**config.mk**
```make
export PLATFORM = sky130hd
export DESIGN_NAME = alu_result_stage
export DESIGN_NICKNAME = d
export VERILOG_FILES = /design/src/rtl/alu_result_stage.sv
export SDC_FILE = /design/constraint.sdc
export NUM_CORES = 1
export LEC_CHECK = 0
export ABC_AREA = 1
export CAP_MARGIN = 10
export CORE_ASPECT_RATIO = 1.25
export CORE_MARGIN = 2
export CORE_UTILIZATION = 40
export DETAILED_ROUTE_END_ITERATION = 10
export MAX_ROUTING_LAYER = met4
export PLACE_DENSITY = 0.85
export REMOVE_ABC_BUFFERS = 1
export SLEW_MARGIN = 25
export SYNTH_ARGS = -nofsm -noshare
export SYNTH_HDL_FRONTEND = slang
export SYNTH_SLANG_ARGS = --single-unit
```
**constraint.sdc**
```tcl
create_clock -name clk -period 2.3 [get_ports clk]
set_clock_uncertainty 0.2 [all_clocks]
set_input_delay 0.575 -clock clk [delete_from_list [all_inputs] [get_ports clk]]
set_output_delay 0.575 -clock clk [all_outputs]
set_load 0.05 [all_outputs]
```
**src/rtl/alu_result_stage.sv**
```systemverilog
// ALU result stage: merges partial-width results into the old destination value,
// owns architectural EFLAGS and presents one writeback entry with a valid/ready handshake.
module alu_result_stage #(
  parameter int               REG_W      = 64,
  parameter int               REG_ADDR_W = 4,
  parameter int               BIT_MODE_W = 2,
  parameter logic [REG_W-1:0] EFLAGS_RST = REG_W'(2),
  parameter int               CNT_W      = 32
) (
  input  logic                  clk,
  input  logic                  rstn,
  input  logic                  flush,
  input  logic                  in_valid,
  output logic                  in_ready,
  input  logic [REG_W-1:0]      in_d,
  input  logic [REG_W-1:0]      in_eflags,
  input  logic [REG_W-1:0]      in_old_d,
  input  logic [BIT_MODE_W-1:0] in_bit_mode,
  input  logic [REG_ADDR_W-1:0] in_dst,
  input  logic                  in_wr_reg,
  input  logic                  in_wr_flags,
  output logic [REG_W-1:0]      eflags_as_src,
  output logic                  wb_valid,
  input  logic                  wb_ready,
  output logic [REG_ADDR_W-1:0] wb_dst,
  output logic [REG_W-1:0]      wb_data,
  output logic                  fwd_valid,
  output logic [CNT_W-1:0]      retired
);

  typedef enum logic {
    ST_EMPTY = 1'b0,
    ST_FULL  = 1'b1
  } entry_state_e;

  entry_state_e          state_q, state_d;
  logic [REG_ADDR_W-1:0] wb_dst_q, wb_dst_d;
  logic [REG_W-1:0]      wb_data_q, wb_data_d;
  logic                  wr_reg_q, wr_reg_d;
  logic [REG_W-1:0]      eflags_q, eflags_d;
  logic [CNT_W-1:0]      retired_q, retired_d;
  logic                  accept_s;
  logic                  fire_s;

  // x86-64 width rules: 8/16-bit writes keep upper old bits, 32-bit writes zero-extend.
  function automatic logic [REG_W-1:0] merge_width(
    input logic [BIT_MODE_W-1:0] mode,
    input logic [REG_W-1:0]      d,
    input logic [REG_W-1:0]      old
  );
    logic [REG_W-1:0] r;
    case (mode)
      BIT_MODE_W'(0): r = {old[REG_W-1:8], d[7:0]};
      BIT_MODE_W'(1): r = {old[REG_W-1:16], d[15:0]};
      BIT_MODE_W'(2): r = {{(REG_W-32){1'b0}}, d[31:0]};
      default:        r = d;
    endcase
    return r;
  endfunction

  assign in_ready      = (state_q == ST_EMPTY) | wb_ready | flush;
  assign accept_s      = in_valid & in_ready & ~flush;
  assign fire_s        = (state_q == ST_FULL) & wb_ready;
  assign wb_valid      = (state_q == ST_FULL);
  assign wb_dst        = wb_dst_q;
  assign wb_data       = wb_data_q;
  assign eflags_as_src = eflags_q;
  assign retired       = retired_q;
  assign fwd_valid     = wb_valid & wr_reg_q;

  // Next-state selection for the entry, EFLAGS and retire counter.
  always_comb begin
    state_d   = state_q;
    wb_dst_d  = wb_dst_q;
    wb_data_d = wb_data_q;
    wr_reg_d  = wr_reg_q;
    eflags_d  = eflags_q;
    retired_d = retired_q;

    if (flush) begin
      state_d = ST_EMPTY;
    end else if (accept_s) begin
      state_d   = ST_FULL;
      wb_dst_d  = in_dst;
      wb_data_d = merge_width(in_bit_mode, in_d, in_old_d);
      wr_reg_d  = in_wr_reg;
    end else if (fire_s) begin
      state_d = ST_EMPTY;
    end else begin
      state_d = state_q;
    end

    // Bit 1 of EFLAGS is reserved and always reads as one.
    if (accept_s && in_wr_flags) begin
      eflags_d = {in_eflags[REG_W-1:2], 1'b1, in_eflags[0]};
    end else begin
      eflags_d = eflags_q;
    end

    if (fire_s && !flush && !(&retired_q)) begin
      retired_d = retired_q + CNT_W'(1);
    end else begin
      retired_d = retired_q;
    end
  end

  // Stage registers with asynchronous reset.
  always_ff @(posedge clk or negedge rstn) begin
    if (!rstn) begin
      state_q   <= ST_EMPTY;
      wb_dst_q  <= '0;
      wb_data_q <= '0;
      wr_reg_q  <= 1'b0;
      eflags_q  <= EFLAGS_RST;
      retired_q <= '0;
    end else begin
      state_q   <= state_d;
      wb_dst_q  <= wb_dst_d;
      wb_data_q <= wb_data_d;
      wr_reg_q  <= wr_reg_d;
      eflags_q  <= eflags_d;
      retired_q <= retired_d;
    end
  end

endmodule

```
==> flow_metrics.env <==
export IMPL_dieArea_um2=21050
export IMPL_final_max_slew_viol_count=0
export IMPL_clk_insertion_delay_late_ns=0.43
export IMPL_worst_path_largest_cell_delay_ns=0.55
export IMPL_asyncSetResetFlopFracSynth_pct=100.0
export IMPL_relSlewSlack_pct=65.48
export IMPL_cts_tree="yes"
export IMPL_die_h_um=161.7
export IMPL_post_cts_buffers=0
export IMPL_max_vdd_ir_drop_mv=0.4643
export IMPL_gr_usage_all_layers_pct=24.80
export IMPL_synth_seq_area_share_pct=51.86
export IMPL_ranking_of_synthesized_cells_by_area="sky130_fd_sc_hd__dfrtp_1, sky130_fd_sc_hd__nand2_1, sky130_fd_sc_hd__nand3_1, sky130_fd_sc_hd__o21ai_0, sky130_fd_sc_hd__inv_1"
export IMPL_tritoncts_buffer_count=17
export IMPL_first_pass_grt_wire_length_mm=39.87
export IMPL_via_count_of_the_first_global_routing_pass=8072
export IMPL_boundaryPins=372
export IMPL_gpl_final_weighted_congestion=0.9033
export IMPL_run_status="finished, final reports clean"
export IMPL_route_detailed_drc=0
export IMPL_clkSlewWorstSetupHoldPaths_ns=0.07
export IMPL_cts_sinks=165
export IMPL_timing_critical_path_cells="dlygate4sd2_1"
export IMPL_kind_of_critical_path="flip-flop to primary output"
export IMPL_synth_cells=1052
export IMPL_worstPathBufferInverterCount=1
export IMPL_crit_path_top_delay_cell="sky130_fd_sc_hd__dlygate4sd2_1"
export IMPL_crit_fanout=2
export IMPL_postRouteAntennaNets=0
export IMPL_post_dr_wirelength_cell_um=15.05
export IMPL_dr_pass1_iters=6
export IMPL_grt_overflow_total=0
export IMPL_data_arrival_time_at_the_worst_slack_endpoint_ns=1.35
export IMPL_core_rowCount=57
export IMPL_crit_path_start="wb_data[25]"
export IMPL_clock_tree_root_cell="sky130_fd_sc_hd__clkbuf_16"
export IMPL_postSynthAreaPerCell_um2=7.568
export IMPL_period_share_pct=92.46
export IMPL_critical_path_startpoint_type="flip-flop"
export IMPL_die_width_um=130.2
export IMPL_mostFrequentLayoutCells="sky130_fd_sc_hd__nand2_1, sky130_fd_sc_hd__clkdlybuf4s50_1, sky130_fd_sc_hd__dfrtp_1"
export IMPL_power_leakage_nw=6.241
export IMPL_h_tree_levels=4
export IMPL_synth_top_area_share_pct=51.86
export IMPL_fraction_of_final_layout_cells_sized_beyond_drive_strength_1_pct=14.05
export IMPL_commonest_non_fill_non_tap_cell_in_the_layout="sky130_fd_sc_hd__nand2_1"
export IMPL_synth_cell_types=28
export IMPL_layout_min_cycle_time_ns=2.127
export IMPL_layout_cells_non_filler=1689
export IMPL_hold_start="eflags_as_src[28]"
export IMPL_reg2reg_setup_slack_ns=0.24
export IMPL_post_synth_instance_area_um2=7961
export IMPL_rr_startpoint="retired[0]"
export IMPL_n_fill_cell=1597
export IMPL_timing_critical_path_to_type="primary output"
export IMPL_yosys_register_bits=165
export IMPL_rsz_0062_raised_after_global_routing="no"
export IMPL_worst_ep_required_ns=1.52
export IMPL_synth_top_cell_by_area="sky130_fd_sc_hd__dfrtp_1"
export IMPL_route_final_wire_length_mm=25.42
export IMPL_ctsLongestPathBuffers=2
export IMPL_viasPerCell=4.866
export IMPL_finalSetupViolCount=0
export IMPL_min_delay_path_class="flip-flop to flip-flop"
export IMPL_final_hold_viol_count=0
export IMPL_start_util_pct=40.89
export IMPL_io_buffer_count=361
export IMPL_routed_via_count=8219
export IMPL_ys_flop_type="sky130_fd_sc_hd__dfrtp_1"
export IMPL_max_cap_violations=0
export IMPL_area_delta_synth_final_pct=54.68
export IMPL_place_hpwl_mm=19.09
export IMPL_grt_start_max_net_pins=53
export IMPL_crit_family="buffers and inverters"
export IMPL_synth_yosys_warnings=0
export IMPL_core_area_um2=19470
export IMPL_synth_enable_flop_cells=0
export IMPL_first_iter_violations=506
export IMPL_design_final_nets=1616
export IMPL_power_density_cell_area_nw_per_um2=801.3
export IMPL_fmax_ghz=0.4702
export IMPL_antenna_found_initial=1
export IMPL_placed_cells=1655
export IMPL_aggregate_negative_setup_slack_ns=0
export IMPL_worst_max_slew_pin_slew_ns=0.5198
## synthesized netlist by cell type (2+ instances only)
cell type / count
sky130_fd_sc_hd__nand2_1: 458
sky130_fd_sc_hd__dfrtp_1: 165
sky130_fd_sc_hd__nand3_1: 114
sky130_fd_sc_hd__inv_1: 77
sky130_fd_sc_hd__o21ai_0: 68
sky130_fd_sc_hd__nor2_1: 53
sky130_fd_sc_hd__buf_2: 25
sky130_fd_sc_hd__clkbuf_1: 19
sky130_fd_sc_hd__nand4_1: 10
sky130_fd_sc_hd__nand3b_1: 8
sky130_fd_sc_hd__nor3_1: 8
sky130_fd_sc_hd__o31ai_1: 8
sky130_fd_sc_hd__buf_1: 6
sky130_fd_sc_hd__nor2_2: 6
sky130_fd_sc_hd__buf_4: 4
sky130_fd_sc_hd__nand2_2: 4
sky130_fd_sc_hd__xnor2_1: 4
sky130_fd_sc_hd__nor2_4: 3
sky130_fd_sc_hd__buf_6: 2
sky130_fd_sc_hd__xor2_1: 2
## report_power, final
part / internal (mW) / switching, mW / total (mW)
combinational: 1.00 / 2.14 / 3.14
sequential: 3.29 / 0.249 / 3.54
clock: 1.91 / 1.27 / 3.18
total: 6.21 / 3.66 / 9.87
## layout make-up
class / count / area (µm²) / area share, %
repair buffers: 395 / 3628 / 29.47
multi-input cells: 752 / 3262 / 26.49
inverters: 79 / 300.3 / 2.439
flip-flops and latches: 165 / 4129 / 33.53
clock inverters: 13 / 207.7 / 1.687
clock buffers: 19 / 452.9 / 3.678
diodes: 1 / 2.502 / 0.02032
well taps: 265 / 331.6 / 2.693
## final timing paths
check | depth (start not counted) | to
max in group asynchronous | 3 | retired[4]
worst min register to register | 2 | eflags_as_src[28]
worst min-delay path | 2 | eflags_as_src[28]
worst max register to register | 10 | retired[7]
worst max-delay path | 1 | wb_data[25]
min in group asynchronous | 2 | wb_data[2]
## sequential cells by signal, summed over array words and instances (netlist names)
register	count
wb_dst	4
eflags_as_src	63
retired	32
wb_valid	1
wb_data	64
wr_reg_q	1
## timing repair
action | in CTS | in global routing
pin swaps | 0 | 0
gates resized for setup | 52 | 2
hold endpoints to repair | 41 | 0
hold buffers | 1 | 0
endpoints found under the setup margin | 52 | 1
## per-stage QoR
step	hold WS (ns)	utilization [%]	setup slack [ns]	area [µm²]	power, mW
after floorplan	0.07941	-	-2.151	7690	5.412
after CTS	0.2704	63.20	0.002716	12310	9.933
after global routing	0.2857	63.25	0.09569	12310	10.25
after global placement	0.2525	60.09	0.002938	11700	6.792
after detailed placement	0.2586	60.09	-0.03984	11700	6.849
final	0.2656	63.25	0.1734	12310	9.868
## layer usage
layer | routed length (µm) | GRT usage [%] | share of wire [%]
met5 | 0 | - | 0
met4 | 1068 | 11.14 | 4.2
met3 | 1735 | 5.797 | 6.8
met2 | 12960 | 41.27 | 51
met1 | 9656 | 28.32 | 38
## cells by family (layout without fill, tap and decap cells)
| kind of cell | count (synthesis) | in the layout | share of synthesized area [%] |
|---|---|---|---|
| AND/OR/NAND/NOR | 668 | 668 | 35.08 |
| flip-flops | 165 | 165 | 51.86 |
| buffers and inverters | 135 | 506 | 7.166 |
| AO/OA/AOI/OAI | 76 | 76 | 5.029 |
| XOR/XNOR | 6 | 6 | 0.6601 |
| adder cells (fa/ha/maj) | 1 | 1 | 0.1571 |
| other | 1 | 2 | 0.04710 |
Note: power is estimated with default switching activity, not from simulation.
==> variant 1 (config.mk and constraints unchanged) <==
Set the parameter `REG_ADDR_W` to 5 (it was 4).
--- a/src/rtl/alu_result_stage.sv
+++ b/src/rtl/alu_result_stage.sv
@@ -4,3 +4,3 @@
   parameter int               REG_W      = 64,
-  parameter int               REG_ADDR_W = 4,
+  parameter int               REG_ADDR_W = 5,
   parameter int               BIT_MODE_W = 2,
Interface: changed (resized in_dst and wb_dst); port bits go from 372 to 374. No check against the original RTL was run, so the function may have changed too.
==> variant 1 against the original RTL <==
Sequential cell count is 1 higher; hold slack better by 0.00062 ns; design area rose by 0.78%; setup slack worse by 0.15 ns; non-clock buffer count up 6; fmax decreased by 6.5%; wire length up 0.88%; first-iteration DRC count rose by 5.1%; clock power is 7.2% lower; synthesized area is 0.94% higher; power decreased by 1.7%; register-to-register slack improved by 0.03 ns.
==> variant 1: results <==
[status]
outcome = "finished clean"

[cells_and_area]
ff_latch_area_sq_mm = 0.00415
nFillCells = 1663
final_nets = 1628

[route]
avgViaCountPerCell = 4.80
drtIter0Drc = 532
routedWlPerCell_um = 15.1
dr.pass1.iters = 5

[global_route]
grt_util_met3 = 0.0703
grt_max_degree = 62
met1_usage = 0.284
grt_pass1_vias = 7907
use_met2 = 0.397
grtUsageTotal = 0.247
grt_pass1_wl_mm = 39.6

[place]
place_hpwl_mm = 19.8
port_buffers = 363
place_area_sq_mm = 0.0118
place_ws_ns = -0.0335
gp_congestion = 0.906

[sta]
fmax_ghz = 0.440
relSlewSlack = 0.649

[yosys]
synth-adder-area-share = 0.00156
seq_area_frac_synth = 0.517
synth-compound-area-share = 0.0504
synth_most_common_cell = "nand2_1"
synth_xor_area_frac = 0.0109
synth_common_cells = "450 x nand2_1, 166 x dfrtp_1, 117 x nand3_1"

[critical_path]
critPathArrivalTime_ns = 1.50
slowest_delay_ns = 0.42
reg2reg_slack_ns = 0.27

[power]
power.switching_mw = 3.79
p_leak_nw = 6.30
variant 1: metrics by stage:
step	TNS (ns)	hold slack [ns]	std cells	total power, mW
after floorplan	-311.90	0.0794	1001	5.45
final	0	0.266	1700	9.70
after global routing	-0.00778	0.290	1700	10.1
after global placement	-0.0360	0.251	1664	6.87
after CTS	0	0.272	1698	9.80
after detailed placement	-0.0428	0.259	1664	6.93
variant 1: critical path: cells and delay by family:
family	cells	cell delay [ns]
AND/OR/NAND/NOR	1	0.19
buffers and inverters	3	0.73
variant 1: worst paths after layout:
| kind | start | end | cells past startpoint |
|---|---|---|---|
| worst max register to register | retired[0] | retired[31] | 10 |
| worst max-delay path | wb_ready | in_ready | 4 |
| worst min register to register | eflags_as_src[14] | eflags_as_src[14] | 2 |
| worst min-delay path | eflags_as_src[14] | eflags_as_src[14] | 2 |
| min in group asynchronous | rstn | wb_data[0] | 2 |
| max in group asynchronous | rstn | eflags_as_src[46] | 4 |
variant 1: area by class of cell:
| type | instances | share of cell area |
|---|---|---|
| diodes | 1 | 0.000202 |
| clock buffers | 17 | 0.0343 |
| clock inverters | 15 | 0.0167 |
| inverters | 79 | 0.0242 |
| multi-input cells | 756 | 0.267 |
| flip-flops and latches | 166 | 0.335 |
| well taps | 265 | 0.0267 |
| repair buffers | 401 | 0.297 |
variant 1: power by group through the flow:
stage               sequential (mW)  clock (mW)  combinational (mW)
floorplan                      4.97           0               0.478
global placement               3.59           0                3.28
detailed placement             3.60           0                3.32
CTS                            3.55        3.03                3.22
global route                   3.60        3.14                3.38
finish                         3.55        2.95                3.19
variant 1: kinds of logic (layout without fill, tap and decap cells):
| logic type | count (synthesis) | count (layout) |
|---|---|---|
| compound gates | 77 | 77 |
| xor+xnor | 10 | 10 |
| fa+ha+maj | 1 | 1 |
| buf+inv | 135 | 512 |
| flops | 166 | 166 |
| other cells | 1 | 2 |
| simple gates | 667 | 667 |
variant 1: repair_timing:
item	in CTS	in global routing
buffers inserted	1	1
hold endpoints to repair	31	0
endpoints found under the setup margin	57	1
gates resized for setup	56	1
cloned	0	0
hold buffers	1	0
variant 1: per-layer routing:
metal	vias to the layer above	part of all wire	wire (um)
met5	-	0	0
met4	0	0.050	1280
met3	84	0.075	1920
met2	362	0.49	12400
met1	3670	0.39	10000
li1	4041	-	-
==> variant 2 (same settings) <==
Made on the original files. `wb_data_q` no longer has a reset.
--- a/src/rtl/alu_result_stage.sv
+++ b/src/rtl/alu_result_stage.sv
@@ -111,3 +111,2 @@
       wb_dst_q  <= '0;
-      wb_data_q <= '0;
       wr_reg_q  <= 1'b0;
@@ -118,3 +117,2 @@
       wb_dst_q  <= wb_dst_d;
-      wb_data_q <= wb_data_d;
       wr_reg_q  <= wr_reg_d;
@@ -125,2 +123,6 @@
 
+  always_ff @(posedge clk) begin
+    wb_data_q <= wb_data_d;
+  end
+
 endmodule
Function: changed (a bounded check fails within 4 cycles, from zero or initial values and one cycle with rstn low).
==> variant 2 against the original RTL <==
Via count is 13% lower; global-route usage is 0.061 points lower; sequential cell count stayed put; design area is 3.0% lower; register-to-register slack better by 0.11 ns; largest cell class unchanged; setup slack worse by 0.15 ns; wire length is 4.2% lower; synthesized area is 5.5% lower; power is 10% lower.
==> variant 2: results <==
[power]
max-vdd-ir-drop_v = 0.000467
p_leak_nw = 5.53

[route]
dr.pass1.iters = 5
wl_mm = 24.4
routedWlPerCell_um = 16.9
drtIter0Drc = 483

[sta]
setup_ws_ns = 0.0213
whs_ns = 0.272

[place]
place_hpwl_mm = 19.0
place_area_sq_mm = 0.0114
placedCellCount = 1407
place_ws_ns = -0.0389
gp_congestion = 0.936

[global_route]
grt_pass1_wl_mm = 36.9
grt_pass1_vias = 7182
antenna_found_initial = 0

[cells_and_area]
insertedDiodeCount = 0
final_nets = 1401

[critical_path]
r2r-end = "retired[12]"
worstSetupStartpoint = "wb_ready"
critPathArrivalTime_ns = 1.50
reg2reg_slack_ns = 0.35
slowest_delay_ns = 0.42

[yosys]
synth-edff-count = 64
synth_common_cells = "282 x nand2_1, 116 x nand3_1, 101 x dfrtp_1"
synth_cell_type_count = 26
seq_area_frac_synth = 0.592
synthArstFlopShare = 0.612
netlist_top_cells_area = "dfrtp_1 34%, edfxtp_1 26%, nand2_1 14%"

[min_path]
worstHoldStart = "eflags_as_src[46]"

[status]
outcome = "finished clean"
[variant 2: power groups by stage]
stage,Sequential (mW),Combinational (mW),Clock [mW]
6_report,3.53,2.39,2.94
5_1_grt,3.57,2.52,3.11
4_1_cts,3.53,2.41,3.00
3_5_place_dp,3.59,2.49,0
3_3_place_gp,3.58,2.45,0
2_1_floorplan,4.56,0.348,0
[variant 2: kinds of logic (layout without fill, tap and decap cells)]
family,Yosys count,count (layout),share of synthesized area
simple gates,481,481,0.278
flops,165,165,0.592
buf+inv,103,492,0.0584
compound gates,36,36,0.0243
mux,24,24,0.0359
xor+xnor,8,8,0.00932
fa+ha+maj,1,1,0.00166
other cells,1,1,0.000499
[variant 2: worst max-delay path: cells and delay by family]
kind,cells,cell delay (ns)
and+or+nand+nor,1,0.20
buffers and inverters,3,0.73
[variant 2: routing by layer]
metal  track usage  routed length (um)  vias up
li1              -                   -     3419
met3        0.0727                2010       56
met5             -                   0        -
met2         0.420               12600      318
met4         0.113                 954        0
met1         0.267                8820     3329
[variant 2: cell type report]
| cell class | count | area, sq um | area share |
|---|---|---|---|
| Clock inverter | 14 | 165 | 0.0138 |
| Sequential cell | 165 | 4450 | 0.373 |
| Tap cell | 232 | 290 | 0.0243 |
| Timing Repair Buffer | 396 | 3720 | 0.312 |
| Multi-Input combinational cell | 551 | 2640 | 0.221 |
| Clock buffer | 18 | 439 | 0.0368 |
| Inverter | 64 | 243 | 0.0203 |
[variant 2: what timing repair did]
item                                    4_1_cts  5_1_grt
hold buffers                                  1        0
endpoints found under the setup margin       74        1
pin swaps                                     0        0
resized for setup                            74        1
hold endpoints to repair                     20        0
